--- config.mk ---
export PLATFORM = sky130hd
export DESIGN_NAME = axis_fifo
export DESIGN_NICKNAME = d
export VERILOG_FILES = /design/src/rtl/axis_pkg.sv /design/src/rtl/axis_fifo_mem.sv /design/src/rtl/axis_fifo.sv
export SDC_FILE = /design/constraint.sdc
export NUM_CORES = 1
export LEC_CHECK = 0
export ABC_AREA = 1
export CAP_MARGIN = 10
export CORE_UTILIZATION = 45
export CTS_CLUSTER_DIAMETER = 100
export DETAILED_ROUTE_END_ITERATION = 6
export PLACE_DENSITY = 0.69
export SLEW_MARGIN = 15
export SYNTH_ARGS = -nofsm -noshare
export SYNTH_HDL_FRONTEND = slang
export SYNTH_SLANG_ARGS = --single-unit
--- constraint.sdc ---
create_clock -name clk -period 2.65 [get_ports clk]
set_input_delay 0.53 -clock clk [delete_from_list [all_inputs] [get_ports clk]]
set_output_delay 0.53 -clock clk [all_outputs]
set_load 0.02 [all_outputs]
--- src/rtl/axis_pkg.sv ---
// Shared AXI-Stream FIFO defaults and the stored beat layout.
package axis_pkg;

   localparam int unsigned AXIS_DATA_W = 8;
   localparam int unsigned AXIS_DEPTH  = 8;

   typedef struct packed {
      logic                   last;
      logic [AXIS_DATA_W-1:0] data;
   } beat_t;

endpackage : axis_pkg

--- src/rtl/axis_fifo_mem.sv ---
// FIFO storage: one synchronous write port, one asynchronous read port, no reset.
module axis_fifo_mem
   import axis_pkg::*;
#(
   parameter int unsigned WIDTH = AXIS_DATA_W + 1,
   parameter int unsigned DEPTH = AXIS_DEPTH
) (
   input  logic                     clk,
   input  logic                     wr_en,
   input  logic [$clog2(DEPTH)-1:0] wr_addr,
   input  logic [WIDTH-1:0]         wr_data,
   input  logic [$clog2(DEPTH)-1:0] rd_addr,
   output logic [WIDTH-1:0]         rd_data
);

   logic [WIDTH-1:0] mem [DEPTH];

   always_ff @(posedge clk) begin
      if (wr_en) mem[wr_addr] <= wr_data;
   end

   assign rd_data = mem[rd_addr];

endmodule : axis_fifo_mem

--- src/rtl/axis_fifo.sv ---
// First-word fall-through AXI-Stream FIFO with optional packet-gated output.
module axis_fifo
   import axis_pkg::*;
#(
   parameter int unsigned DATA_W   = AXIS_DATA_W,
   parameter int unsigned DEPTH    = AXIS_DEPTH,
   parameter bit          PKT_MODE = 1'b0
) (
   input  logic                   clk,
   input  logic                   rst,
   input  logic                   s_tvalid,
   output logic                   s_tready,
   input  logic [DATA_W-1:0]      s_tdata,
   input  logic                   s_tlast,
   output logic                   m_tvalid,
   input  logic                   m_tready,
   output logic [DATA_W-1:0]      m_tdata,
   output logic                   m_tlast,
   output logic [$clog2(DEPTH):0] occupancy
);

   localparam int unsigned AW = $clog2(DEPTH);
   localparam int unsigned CW = AW + 1;

   typedef struct packed {
      logic              last;
      logic [DATA_W-1:0] data;
   } entry_t;

   logic [AW-1:0] wr_ptr, rd_ptr;
   logic [CW-1:0] occ, pkt_cnt;
   logic          full, wr, rd, wr_last, rd_last;
   entry_t        wr_entry, rd_entry;

   assign full = (occ == CW'(DEPTH));

   // In packet mode a full FIFO also releases the head so an oversize packet drains.
   always_comb begin
      s_tready = !rst && !full;
      m_tvalid = (occ != '0) && (!PKT_MODE || (pkt_cnt != '0) || full);
   end

   assign wr      = s_tvalid && s_tready;
   assign rd      = m_tvalid && m_tready;
   assign wr_last = wr && s_tlast;
   assign rd_last = rd && m_tlast;

   assign wr_entry  = '{last: s_tlast, data: s_tdata};
   assign m_tdata   = rd_entry.data;
   assign m_tlast   = rd_entry.last;
   assign occupancy = occ;

   axis_fifo_mem #(
      .WIDTH (DATA_W + 1),
      .DEPTH (DEPTH)
   ) u_mem (
      .clk     (clk),
      .wr_en   (wr),
      .wr_addr (wr_ptr),
      .wr_data (wr_entry),
      .rd_addr (rd_ptr),
      .rd_data (rd_entry)
   );

   always_ff @(posedge clk or posedge rst) begin
      if (rst) begin
         wr_ptr  <= '0;
         rd_ptr  <= '0;
         occ     <= '0;
         pkt_cnt <= '0;
      end else begin
         if (wr) wr_ptr <= wr_ptr + AW'(1);
         if (rd) rd_ptr <= rd_ptr + AW'(1);
         case ({wr, rd})
            2'b10:   occ <= occ + CW'(1);
            2'b01:   occ <= occ - CW'(1);
            default: ;
         endcase
         case ({wr_last, rd_last})
            2'b10:   pkt_cnt <= pkt_cnt + CW'(1);
            2'b01:   pkt_cnt <= pkt_cnt - CW'(1);
            default: ;
         endcase
      end
   end

endmodule : axis_fifo
==> out/summary.txt <==
Outcome = complete, no violations
Largest net degree at the start of global routing = 75
CTS Buffer Depth = 2
Root buffer cell = clkbuf_8
Fmax = 0.398 GHz
N_diodes = 0
Post-CTS Setup Bufs = 0
H-tree depth = 3
Final setup viols = 0
Core area = 0.00818 mm^2
Startpoint Class = flop
Period minus WS final = 2.51 ns
Yosys cell types = 23
Total track usage = 17.6%
Num CTS Buffers = 9
Seq cells post-synth = 82
Share of cells above drive strength 1 = 9.05%
Starting Density = 46.1%
Cells after synthesis = 393
Row count = 33
RR Startpoint = occupancy[0]$_DFFE_PP0P_
Max Slew Vio Count = 0
Worst VDD drop = 0.488 mV
Setup TNS = 0 ns
Routability congestion estimate = 0.828
Layout Skew = 0.00697 ns
Final Instance Area = 0.00444 mm^2
Setup CP Type = reg2out
Hold path start = wr_ptr[0]$_DFFE_PP0P_
Die area = 0.00875 mm^2
Sequential fraction of design power = 36.9%
Comb power frac = 44.6%
Area growth syn-to-layout = 17.8%
Nets = 457
Clk_lat worst skew = 0.34 ns
Crit path from = rd_ptr[0]$_DFFE_PP0P_
Grt ovf = 0
I/O pin total = 28
Sw power = 0.00176 W
Ys Warns = 0
Die W = 93.6 um
Buffers on Ports = 27
Cell internal pwr = 0.00279 W
Max cap viols = 0
Routed WL = 7170 um
Mapped Nets = 412
Worst-path clk slew = 0.07 ns
Clk pwr share = 18.5%
WP data arrival = 1.98 ns
Cell taking the most area after synthesis = edfxtp_1
Sequential-to-total area share from yosys stat = 63.9%
Iter 0 DRT Violations = 116
CP required = 2.12 ns
Rel. slew slack = 74.3%
DR vias = 2579
Crit. End Element = output pin
DP Cell Count = 531
CTS tree = yes
Die height = 93.6 um
Vias in the first global route = 2403
Slew @ Worst Pin = 0.384 ns
Post-DR vias/cell = 4.71
DRT Pass-1 Iters = 6
Global-route wire length before repair = 11200 um
Post-route ant nets = 0
Cell Count, Final, Fillers Out = 547
Post-placement cell area = 0.00422 mm^2
PwrDens = 1020 mW/mm^2
HP Class = reg2reg
RSZ-0062 raised after global routing = no
Mean Syn Cell Area = 9.60 um^2
Dpl hpwl = 4380 um
Hold Fails Final Rpt = 0
Routed wire per std cell = 13.1 um
Synth area leaders = edfxtp_1 57%, nand2_1 14%, nor2_1 7.7%
Cell area after synthesis = 0.00377 mm^2
Max FO, Critical Path = 37
P_leak = 2.03 nW
Switch share = 38.7%
Initial antenna violation count = 0
CTS Hold Bufs = 0
Crit share post-route = 94.9%
Clock Sinks = 82
Synth top area share = 57.3%
Post-route DRC violation count = 0
-- kinds of logic (layout without fill, tap and decap cells) --
family                   count (synthesis)  in the layout  share of synthesized area, %
AND/OR/NAND/NOR                        234            234                          24.4
flip-flops                              82             82                          63.9
buffers and inverters                   62            111                          7.76
adder cells (fa/ha/maj)                  6              6                          2.19
XOR/XNOR                                 5              5                          1.16
AO/OA/AOI/OAI                            4              4                         0.564
-- flip-flops by register name, indices dropped and copies added, names as in the netlist --
name / count
wr_ptr: 3
u_mem.mem: 72
occupancy: 4
rd_ptr: 3
-- layout make-up --
class	count	area [um^2]
clock inverters	5	56.3
multi-input cells	249	1070
flip-flops and latches	82	2410
clock buffers	10	128
well taps	105	131
inverters	50	188
repair buffers	46	460
fillers	715	3730
-- path summary, 6_finish.rpt --
path                                             to  slack (ns)  cells after the start
hold reg to reg               wr_ptr[0]$_DFFE_PP0P_        0.54                      2
setup / recovery                         m_tdata[1]        0.14                      8
hold / removal                wr_ptr[0]$_DFFE_PP0P_        0.54                      2
setup reg to reg           occupancy[3]$_DFFE_PP0P_        0.52                     11
min in group asynchronous     rd_ptr[1]$_DFFE_PP0P_        0.55                      3
max in group asynchronous     rd_ptr[0]$_DFFE_PP0P_        1.93                      3
-- stage by stage --
stage	util, %	hold WS [ns]	power (W)	worst slack (ns)
2_1_floorplan	-	0.410	0.00311	0.464
3_3_place_gp	51.6	0.489	0.00365	0.332
3_5_place_dp	51.6	0.523	0.00369	0.269
4_1_cts	53.8	0.540	0.00453	0.0277
5_1_grt	54.4	0.574	0.00490	0.00878
6_report	54.4	0.544	0.00455	0.136
-- power by group through the flow --
| stage | Sequential [W] | Combinational (W) | Clock [W] |
|---|---|---|---|
| after global placement | 0.00169 | 0.00196 | 0 |
| after global routing | 0.00169 | 0.00230 | 0.000903 |
| after CTS | 0.00166 | 0.00201 | 0.000854 |
| after detailed placement | 0.00169 | 0.00200 | 0 |
| final | 0.00168 | 0.00203 | 0.000842 |
| after floorplan | 0.00171 | 0.00139 | 0 |
-- worst max-delay path, stage by stage (launching register included) --
cell	delay, ns
dfrtp_2	0.44
buf_12	0.21
nor2_1	0.07
nor2_1	0.09
nand2_1	0.06
nand2_1	0.06
nand2_1	0.05
nand2_1	0.07
clkdlybuf4s50_1	0.59
-- synth_stat cells (all sizes together) --
cell    number
o21ai        3
ha           5
clkinv       1
buf         12
nand4        3
xnor2        3
edfxtp      72
dfrtp       10
or2          1
nand3        5
xor2         2
nor3         4
fa           1
nor2        78
inv         49
nand2      143
a31oi        1
-- placed cells by master, fill, tap and decap left out, drive strengths merged --
master and instances:
clkdlybuf4s50 20, nor2 78, ha 5, inv 49, a31oi 1, fa 1
or2 1, clkbuf 11, buf 18, clkinv 5, nor3 4, nand2 143
nand4 3, xnor2 3, dfrtp 10, nand3 5, xor2 2, edfxtp 72
o21ai 3, bufinv 1, dlymetal6s2s 7
-- repair_timing --
item,4_1_cts,5_1_grt
gates resized for setup,0,7
setup endpoints to repair,0,9
endpoints found under the hold margin,0,0
-- per-layer routing --
metal	GRT usage, %	up-vias	routed length (um)
met5	0	-	0
met4	10.3	0	278
met3	3.17	19	270
met1	21.7	1184	3220
met2	28.9	60	3400
li1	-	1316	-
Note: power is estimated with default switching activity, not from simulation.
